## src/rtl/voter_pkg.sv

```systemverilog
// voter_pkg: shared FSM encoding, default weights and increment width helper for voter_plus_ext
package voter_pkg;
  typedef enum logic [1:0] {S_IDLE, S_OPEN, S_CLOSED} state_e;
  localparam int W_NP_DEF = 1;
  localparam int W_VIP_DEF = 4;
  localparam int W_VVIP_DEF = 16;
  function automatic int inc_width(input int np_n, w_np, vip_n, w_vip, vvip_n, w_vvip);
    return $clog2(np_n * w_np + vip_n * w_vip + vvip_n * w_vvip + 1);
  endfunction
endpackage

```

## src/rtl/voter_popcount.sv

```systemverilog
// voter_popcount: combinational population count of a vote vector
module voter_popcount #(
  parameter int WIDTH = 8
) (
  input  logic [WIDTH-1:0]               bits_i,
  output logic [$clog2(WIDTH+1)-1:0]     count_o
);
  localparam int CW = $clog2(WIDTH + 1);
  // sum the set bits
  always_comb begin
    count_o = '0;
    for (int i = 0; i < WIDTH; i++) count_o = count_o + CW'(bits_i[i]);
  end
endmodule

```

## src/rtl/voter_plus_ext.sv

```systemverilog
// voter_plus_ext: session-based weighted voting tally; VOTER_SAT_EN selects saturating (else wrapping) tally
module voter_plus_ext
  import voter_pkg::*;
#(
  parameter int NP_N    = 32,
  parameter int VIP_N   = 8,
  parameter int VVIP_N  = 1,
  parameter int W_NP    = W_NP_DEF,
  parameter int W_VIP   = W_VIP_DEF,
  parameter int W_VVIP  = W_VVIP_DEF,
  parameter int CNT_W   = 8,
  parameter int PASS_TH = 40
) (
  input  logic              clk,
  input  logic              reset,
  input  logic              start,
  input  logic              close,
  input  logic [NP_N-1:0]   np,
  input  logic [VIP_N-1:0]  vip,
  input  logic [VVIP_N-1:0] vvip,
  output logic [CNT_W-1:0]  result,
  output logic              busy,
  output logic              done,
  output logic              pass
);
  localparam int SUM_W = inc_width(NP_N, W_NP, VIP_N, W_VIP, VVIP_N, W_VVIP) + CNT_W;
  localparam logic [CNT_W-1:0] TH = CNT_W'(PASS_TH);
  state_e state_q;
  logic [NP_N-1:0] voted_np_q;
  logic [VIP_N-1:0] voted_vip_q;
  logic [VVIP_N-1:0] voted_vvip_q;
  logic [CNT_W-1:0] result_q, result_d;
  logic busy_q, done_q, pass_q;
  logic [$clog2(NP_N+1)-1:0] cnt_np;
  logic [$clog2(VIP_N+1)-1:0] cnt_vip;
  logic [$clog2(VVIP_N+1)-1:0] cnt_vvip;
  logic [SUM_W-1:0] sum;
  voter_popcount #(.WIDTH(NP_N)) u_pc_np (.bits_i(np & ~voted_np_q), .count_o(cnt_np));
  voter_popcount #(.WIDTH(VIP_N)) u_pc_vip (.bits_i(vip & ~voted_vip_q), .count_o(cnt_vip));
  voter_popcount #(.WIDTH(VVIP_N)) u_pc_vvip (.bits_i(vvip & ~voted_vvip_q), .count_o(cnt_vvip));
  // next tally from first-time votes only, widened so the add never loses carries
  always_comb begin
    sum = SUM_W'(result_q) + SUM_W'(cnt_np) * SUM_W'(W_NP) + SUM_W'(cnt_vip) * SUM_W'(W_VIP)
        + SUM_W'(cnt_vvip) * SUM_W'(W_VVIP);
`ifdef VOTER_SAT_EN
    result_d = |sum[SUM_W-1:CNT_W] ? '1 : sum[CNT_W-1:0];
`else
    result_d = sum[CNT_W-1:0];
`endif
  end
  // session FSM with registered tally, masks and status outputs
  always_ff @(posedge clk) begin
    if (reset) begin
      state_q <= S_IDLE;
      result_q <= '0;
      voted_np_q <= '0;
      voted_vip_q <= '0;
      voted_vvip_q <= '0;
      busy_q <= 1'b0;
      done_q <= 1'b0;
      pass_q <= 1'b0;
    end else begin
      done_q <= 1'b0;
      case (state_q)
        S_OPEN: begin
          result_q <= result_d;
          voted_np_q <= voted_np_q | np;
          voted_vip_q <= voted_vip_q | vip;
          voted_vvip_q <= voted_vvip_q | vvip;
          if (close) begin
            state_q <= S_CLOSED;
            busy_q <= 1'b0;
            done_q <= 1'b1;
            pass_q <= result_d >= TH;
          end
        end
        S_IDLE, S_CLOSED: begin
          if (start) begin
            state_q <= S_OPEN;
            result_q <= '0;
            voted_np_q <= '0;
            voted_vip_q <= '0;
            voted_vvip_q <= '0;
            busy_q <= 1'b1;
            pass_q <= 1'b0;
          end
        end
        default: state_q <= S_IDLE;
      endcase
    end
  end
  assign result = result_q;
  assign busy = busy_q;
  assign done = done_q;
  assign pass = pass_q;
endmodule

```

## config.mk

```make
export PLATFORM = sky130hd
export DESIGN_NAME = voter_plus_ext
export DESIGN_NICKNAME = d
export VERILOG_FILES = /design/src/rtl/voter_pkg.sv /design/src/rtl/voter_popcount.sv /design/src/rtl/voter_plus_ext.sv
export SDC_FILE = /design/constraint.sdc
export NUM_CORES = 1
export LEC_CHECK = 0
export CORE_MARGIN = 2
export CORE_UTILIZATION = 53
export CTS_CLUSTER_DIAMETER = 50
export DETAILED_ROUTE_END_ITERATION = 7
export GPL_TIMING_DRIVEN = 0
export PLACE_DENSITY_LB_ADDON = 0.08
export SLEW_MARGIN = 40
export SYNTH_ARGS = -nofsm -noshare
export SYNTH_HDL_FRONTEND = slang
export SYNTH_HIERARCHICAL = 1
export SYNTH_SLANG_ARGS = --single-unit
export TNS_END_PERCENT = 50
```

## constraint.sdc

```tcl
create_clock -name clk -period 10.71 [get_ports clk]
set_clock_uncertainty 0.1 [all_clocks]
set_input_delay 3.213 -clock clk [delete_from_list [all_inputs] [get_ports clk]]
set_output_delay 3.213 -clock clk [all_outputs]
set_load 0.1 [all_outputs]
```

## Yosys cells after proc, flatten, opt, wreduce, memory -nomap -nowiden

Cells that the tools add are included.
Widths: inputs -> output; s select.

- Add/sub/neg operators: 41
- $mul: 0
- Div/mod/pow operators: 0
- $lt $le $gt $ge: 1
- Equal/unequal tests: 4
- Shift operators: 0
- Mux-type cells: 16
- Bitwise logic cells: 10
- Reductions and logical operators: 7

Operators with widths:

| cell | number |
|---|---|
| $add 6x1->6 | 30 |
| $pmux 32 s2 | 1 |
| $and 32x32->32 | 1 |
| $mux 32 | 1 |
| $not 32->32 | 1 |
| $or 32x32->32 | 1 |
| $pmux 8 s2 | 2 |
| $add 4x1->4 | 6 |
| $add 8x6->8 | 2 |
| $add 8x5->8 | 1 |
| $and 8x8->8 | 1 |
| $ge 8x6->1 const B | 1 |
| $mux 8 | 1 |
| $not 8->8 | 1 |
| $or 8x8->8 | 1 |
| $pmux 1 s2 | 3 |
| $mux 1 | 5 |
| $add 1x1->2 | 2 |
| $mux 2 | 2 |
| $ne 2x2->1 const B | 2 |
| $pmux 2 s2 | 1 |
| $reduce_and 2->1 | 2 |
| $reduce_or 2->1 | 2 |
| $reduce_and 3->1 | 1 |
| other kinds (7) | 8 |

- Flip-flop bits (word level): 54
- Latch bits: 0
- Memory bits (writable): 0
- ROM bits: 0
- Input port bits: 45
- Output and inout bits: 11
- Logic and storage cells: 87
- Memories kept: 0

## Depth between registers and ports, before layout

Gate-level depths: netlist of run 1.

- Depth after elaboration: 39
- Depth in mapped cells: 27
- Depth with buffers taken out: 27

## Hierarchy

Netlist of run 1, hierarchy kept.

Modules (own cells, without submodules):

| module | instances | cells an instance | area an instance (um^2) | seq. area each (um^2) |
|---|---|---|---|---|
| voter_plus_ext | 1 | 279 | 2402.3 | 1081.0 |
| voter_popcount (u_pc_np) | 1 | 73 | 758.2 | 0.0 |
| voter_popcount (u_pc_vip) | 1 | 24 | 190.2 | 0.0 |
| voter_popcount (u_pc_vvip) | 1 | 1 | 7.5 | 0.0 |

## Least setup slack after synthesis of run 1

Ideal clock, no wire load.

- Path kind: input port to flip-flop
- From: in np[0]
- To: reg result_q[7] (netlist: result[7])
- Library setup time: 0.122 ns
- Arrival time: 9.683 ns
- Data required time: 10.488 ns
- Path slack: 0.805 ns
- Stages: 27
- Path buffers: 0
- Path through: nor2b_1 > inv_1 > fa_1 > inv_1 > fa_1 > fa_1 > fa_1 > fa_1 > inv_1 > fa_1 > inv_1 > ha_1 > inv_1 > fa_1 > nand2b_1 > a21oi_2 > xor2_1 > inv_1 > fa_1 > inv_1 > fa_1 > ha_1 > o21ai_0 > o21bai_1 > a21o_1 > and4_4 > a311o_1

- Word-level cells in the longest chain between the ends: 36

Ends and longest elaborated chain:

| element | line | source |
|---|---|---|
| start: declaration | voter_plus_ext.sv:18 | `input logic [NP_N-1:0] np,` |
| $and 32x32->32 | voter_plus_ext.sv:38 | `voter_popcount #(.WIDTH(NP_N)) u_pc_np (.bits_i(np & ~voted_np_q), .count_o(cnt_np));` |
| $add 1x1->2 | voter_popcount.sv:12 | `for (int i = 0; i < WIDTH; i++) count_o = count_o + CW'(bits_i[i]);` |
| $add 6x1->6 (30 in series) | voter_popcount.sv:12 |  |
| via cnt_np[4] | voter_plus_ext.sv:34 | `logic [$clog2(NP_N+1)-1:0] cnt_np;` |
| $add 8x6->8 (2 in series) | voter_plus_ext.sv:43 | `sum = SUM_W'(result_q) + SUM_W'(cnt_np) * SUM_W'(W_NP) + SUM_W'(cnt_vip) * SUM_W'(W_VIP)` |
| $add 8x5->8 | voter_plus_ext.sv:44 | `+ SUM_W'(cnt_vvip) * SUM_W'(W_VVIP);` |
| $pmux 8 s2 | voter_plus_ext.sv:64 | `case (state_q)` |
| end signal: assignment | voter_plus_ext.sv:66 | `result_q <= result_d;` |
| end: declaration | voter_plus_ext.sv:32 | `logic [CNT_W-1:0] result_q, result_d;` |

The timed path passes the listed nets, and every way through them passes these cells.
A chain may end at the register's enable or synchronous reset.

## Worst setup path after layout of run 1

Same ends and word-level chain as after synthesis.

==> results of run 1 <==
==> critical path: stages <==
cell and delay (ns):
clkdlybuf4s50_1 0.47, nor2b_1 0.13, inv_1 0.07, fa_1 0.54, inv_1 0.06, fa_1 0.50
fa_1 0.55, fa_1 0.44, fa_1 0.51, inv_1 0.06, fa_1 0.43, inv_1 0.06
ha_1 0.16, inv_1 0.06, fa_1 0.40, nand2b_1 0.18, a21oi_2 0.13, xor2_1 0.16
inv_1 0.08, fa_1 0.49, inv_1 0.04, fa_1 0.48, ha_4 0.20, a211oi_2 0.26
o21bai_1 0.13, a21o_1 0.23, and4_4 0.19, a311o_1 0.27
==> Yosys cell counts (all sizes together) <==
cell	number	area share, %
a211oi	2	0.60
o21bai	2	0.45
nand2	6	0.67
o21ai	3	0.45
or3b	1	0.26
fa	34	20
a21oi	51	7.8
buf	9	1.3
nor4	1	0.19
clkbuf	2	0.22
a21o	2	0.45
a311o	1	0.30
ha	22	8.2
a22oi	5	1.1
nand2b	4	0.75
dfxtp	54	32
nor2	59	6.6
a31oi	1	0.19
inv	64	7.2
xor2	5	1.3
and4	1	0.34
nor2b	44	8.2
xnor2	4	1.0
==> registers in the layout (all words and copies together) (netlist names) <==
register      flops
state_q           2
voted_vvip_q      1
voted_np_q       32
result            8
busy              1
pass              1
done              1
voted_vip_q       8
==> worst paths after layout <==
| kind | start | endpoint | slack, ns | depth (start not counted) |
|---|---|---|---|---|
| setup reg to reg | voted_np_q[0] | result[7] | 3.39 | 27 |
| hold / removal | voted_np_q[11] | voted_np_q[11] | 0.37 | 2 |
| setup / recovery | np[0] | result[7] | 0.33 | 28 |
| hold reg to reg | voted_np_q[11] | voted_np_q[11] | 0.37 | 2 |
==> routing by layer <==
layer	part of all wire [%]	track usage, %
met1	49	27.44
met2	46	33.09
met3	3.8	2.770
met4	0.76	5.718
met5	0	0
==> cells by family (layout without fill, tap and decap cells) <==
logic type	count (synthesis)	after routing
adder cells (fa/ha/maj)	56	56
buffers and inverters	75	138
flip-flops	54	54
XOR/XNOR	9	9
AO/OA/AOI/OAI	67	67
AND/OR/NAND/NOR	116	116
==> layout by cell type (no fill, tap or decap), types with 2 or more instances in the layout <==
master           netlist  routed
xnor2_1                4       4
bufinv_16              0       2
o21bai_1               2       2
a22oi_1                5       5
dfxtp_1               54      54
ha_1                  22      21
clkbuf_8               0       5
nand2_1                6       6
fa_1                  34      34
a21oi_2                2       2
a21oi_1               49      49
buf_2                  4      15
o21ai_0                3       3
a21o_1                 2       2
xor2_1                 5       5
nor2_1                59      59
clkdlybuf4s50_1        0      44
clkbuf_1               2       2
nor2b_1               44      44
buf_1                  4       4
nand2b_1               4       4
inv_1                 64      64
==> cell type report <==
| cell class | count | area, sq um | share of cell area [%] |
|---|---|---|---|
| Buffer | 11 | 50.05 | 1.221 |
| Clock buffer | 5 | 68.82 | 1.678 |
| Clock inverter | 3 | 68.82 | 1.678 |
| Tap cell | 77 | 96.34 | 2.350 |
| Timing Repair Buffer | 55 | 495.5 | 12.08 |
| Sequential cell | 54 | 1081 | 26.37 |
| Multi-Input combinational cell | 248 | 1999 | 48.76 |
| Inverter | 64 | 240.2 | 5.859 |
==> metrics by stage <==
step	setup TNS [ns]	cells	instance area [sq um]	setup WS, ns
after floorplan	0	377	3358	0.8045
after global placement	0	509	4005	0.02667
after detailed placement	-0.05718	509	3950	-0.05718
after CTS	0	517	4088	0.2500
after global routing	0	517	4100	0.01755
final	0	517	4100	0.3256
==> repair_timing <==
item                       in CTS  in global routing
setup endpoints to repair       0                  1
resized for setup               0                  1
buffers inserted                0                  0
==> summary.txt, run 1 <==
Status: completed
Complex-gate fraction of the synthesized area: 11.36%
First-pass GRT wire length: 11190 microns
Initial Util: 53.81%
Simple-gate portion of the synthesized area: 16.99%
# nets final: 540
Rows: 29
Critical Path End Type: flop
Max Freq: 0.09630 GHz
Final Util: 65.70%
Cell Area, Synth: 0.003358 sq mm
Core Area: 0.006241 sq mm
Width of the die: 83.60 microns
Clock Sinks: 54
DRT iter0 DRCs: 104
Clk slew on worst S/H paths: 0.10 ns
Max cap viols: 0
Via count: 2540
Final setup vio count: 0
Post-synthesis mux area share: 0%
Vias per std cell: 4.913
RSZ-0062 raised after global routing: false
Routability congestion estimate: 0.7599
Iteration count of the initial detailed-routing pass: 4
DP Wirelength: 5039 microns
Ant diodes: 0
Synth Register Bits: 54
Total number of yosys warnings: 6
CTS Hold Bufs: 0
IO Pins: 56
Synth Area in Adders: 28.46%
Largest family of logic cells by synthesized area: adder cells
Drc violations: 0
Sequential share of the synthesized area: 32.19%
Avg Inst Size Synth: 8.908 sq um
Clock Latency Late Sink: 0.31 ns
Largest fanout on the critical path: 4
Initial antenna violation count: 0
CTS H-tree lvls: 2
Fraction of layout cells with a size suffix above 1: 6.818%
Worst hold-check path type: reg2reg
Kind of critical path: in2reg
Number of hold violations in the final report: 0
Final wirelength: 6482 microns
Final hold slack: 0.3747 ns
Gr ovfl total: 0
Root Driver: clkbuf_8
Post-synthesis xor/xnor area fraction: 2.347%
Clock buffer depth: 2
Buffers on Ports: 55
Syn_nets: 478
Tot GR Track Use: 19.95%
Largest net degree at the start of global routing: 18
Arrival time worst endpoint: 10.49 ns
WP data required: 10.82 ns
Die Ht: 83.60 microns
Final period utilization: 96.96%
Total die area: 0.006989 sq mm
Slew margin rel.: 59.28%
CTS Buf Count: 5
Final worst path period need: 10.38 ns
DRT antenna net count: 0
Slew Viols, Final: 0
TritonCTS clock tree: yes
Routed len/inst: 12.54 microns
Vias in the first global route: 2533
Cell count after synthesis: 377
Worst slew pin tran: 0.6108 ns
Area Growth Syn to Fin: 22.09%
Fillers: 549
Post-synth cell types: 27
Worst setup SP type: input port
Power of run 1 is not shown: default switching activity piles up to over one toggle a cycle in this logic, so the estimate is an artifact.
==> inputs of run 2 (changes only) <==
--- a/config.mk
+++ b/config.mk
@@ -5,6 +5,8 @@
 export SDC_FILE = /design/constraint.sdc
 export NUM_CORES = 1
 export LEC_CHECK = 0
+export ABC_AREA = 1
+export CAP_MARGIN = 20
 export CORE_MARGIN = 2
 export CORE_UTILIZATION = 53
 export CTS_CLUSTER_DIAMETER = 50
==> run 2 against run 1 <==
Effect of this change: critical path depth increased by 5; register-to-register slack better by 0.37 ns; via count grew 11%; synthesized cell count is 23% higher; maximum frequency rose by 3.7%; global-route usage down 0.80 points; wire length increased by 4.1%; synthesized area grew 8.2%; worst setup slack improved by 0.37 ns; critical path type unchanged; count of clock-buffer cells in the layout up 1; core utilization shrank 1.3 points; non-clock buffer count is the same.
==> summary.txt, run 2 <==
Top reg by flops: voted_np_q
Largest family of logic cells by synthesized area: adder cells
Via count: 2826
Core Area: 0.006719 sq mm
Initial antenna violation count: 0
Seq. cell area: 0.001081 sq mm
Cell count after synthesis: 462
Number of flip-flops in the largest register: 32
Post-synthesis xor/xnor area fraction: 0.4821%
Simple-gate portion of the synthesized area: 18.49%
Ant diodes: 0
Root Driver: clkbuf_8
Clock Latency Late Sink: 0.31 ns
Total number of yosys warnings: 6
Width of the die: 86.80 microns
Clk slew on worst S/H paths: 0.10 ns
Multi-input gate area: 0.002031 sq mm
Vias per std cell: 4.671
Final worst slack: 0.6953 ns
Sequential share of the synthesized area: 29.75%
Initial Util: 54.08%
Critical Path End Type: flop
Synth Area in Adders: 26.31%
Arrival time worst endpoint: 10.13 ns
Final worst path period need: 10.01 ns
Synth Flop Type: dfxtp_1
Buffers on Ports: 55
Commonest non-fill, non-tap cells in the layout: inv_1 (117), nor2_1 (87), dfxtp_1 (54)
CTS Buf Count: 5
Max cap viols: 0
Worst setup SP type: input port
PostCTS Resize Cnt: 0
Avg Inst Size Synth: 7.865 sq um
Synth Register Bits: 54
Fraction of layout cells with a size suffix above 1: 6.857%
Worst hold-check path type: reg2reg
WP data required: 10.83 ns
Kind of critical path: in2reg
Total die area: 0.007534 sq mm
CP max-delay cell: fa_1
Commonest non-fill, non-tap cell in the layout: inv_1
DP Wirelength: 5521 microns
Final period utilization: 93.51%
Crit path max-delay family: adder cells
Routed len/inst: 11.16 microns
Slew margin rel.: 67.65%
RSZ-0062 raised after global routing: false
Synth cell count leaders: inv_1 (117), nor2_1 (87), dfxtp_1 (54)
Reg2Reg Setup Slack: 3.76 ns
Post-synth cell types: 24
Largest fanout on the critical path: 5
Post-synth ARST share: 0%
Setup bufs post-CTS: 0
Worst slew pin tran: 0.4886 ns
Cell Area, Synth: 0.003633 sq mm
First-pass GRT wire length: 11300 microns
CP peak stage delay: 0.60 ns
Cell area after layout: 0.004324 sq mm
Top cells by area, synth: dfxtp_1 (30%), fa_1 (19%), inv_1 (12%), nor2_1 (9.0%), o21a_1 (8.5%)
Setup WS pre-CTS: 0.3464 ns
Rows: 30
Largest area contributor in the netlist: dfxtp_1
Clock Sinks: 54
Clock buffer depth: 2
Gr ovfl total: 0
Slew Viols, Final: 0
Tot GR Track Use: 19.16%
Final setup vio count: 0
Iteration count of the initial detailed-routing pass: 4
Fillers: 625
Top-count cell post-synth: inv_1
Synth top area share: 29.75%
Max Freq: 0.09985 GHz
Vias in the first global route: 2551
# nets final: 625
IO Pins: 56
Area Growth Syn to Fin: 19.01%
Largest net degree at the start of global routing: 17
Status: completed
Final wirelength: 6750 microns
Placed cell area: 0.004229 sq mm
Routability congestion estimate: 0.8395
Drc violations: 0
CTS H-tree lvls: 2
DRT iter0 DRCs: 58
CTS Hold Bufs: 0
Setup tns final: 0 ns
TritonCTS clock tree: yes
WP buf/inv: 10
DRT antenna net count: 0
Post-synthesis mux area share: 0%
Syn_nets: 563
Die Ht: 86.80 microns
Number of synthesized flops with an enable pin: 0
Number of hold violations in the final report: 0
Complex-gate fraction of the synthesized area: 10.61%
[run 2: worst paths after layout]
| kind | end | depth (start not counted) | startpoint |
|---|---|---|---|
| worst max-delay path | pass | 33 | np[0] |
| worst max register to register | pass | 31 | voted_np_q[0] |
| worst min-delay path | voted_vip_q[5] | 1 | voted_vip_q[5] |
| worst min register to register | voted_vip_q[5] | 1 | voted_vip_q[5] |
[run 2: layer usage]
metal | wire [microns] | share of wire, % | up-vias | global-route usage, %
li1 | - | - | 1481 | -
met1 | 3217 | 48 | 1294 | 26.15
met2 | 3173 | 47 | 46 | 31.85
met3 | 296 | 4.4 | 5 | 3.429
met4 | 63 | 0.93 | 0 | 4.261
met5 | 0 | 0 | - | 0
[run 2: metrics by stage]
stage	hold slack, ns	cells	util (%)
5_1_grt	0.3900	605	64.36
3_3_place_gp	0.3462	597	63.76
3_5_place_dp	0.3533	597	62.94
4_1_cts	0.3780	605	64.36
2_1_floorplan	0.3411	462	-
6_report	0.3732	605	64.36
[run 2: final cells by class]
type	instances	area share [%]
buffer	11	1.562
sequential	54	25.00
clock buffer	6	1.910
multi-input combinational	276	46.96
clock inverter	2	0.2894
tap	80	2.315
inverter	121	10.50
timing repair buffer	55	11.46
[run 2: cells by family after synthesis]
| family | after synthesis |
|---|---|
| xor gates and xnor gates | 2 |
| buffers and inverters | 132 |
| and+or+nand+nor | 162 |
| AOI/OAI and AO/OA | 56 |
| DFF | 54 |
| adders and majority gates | 56 |
Power of run 2 is left out for the same reason.
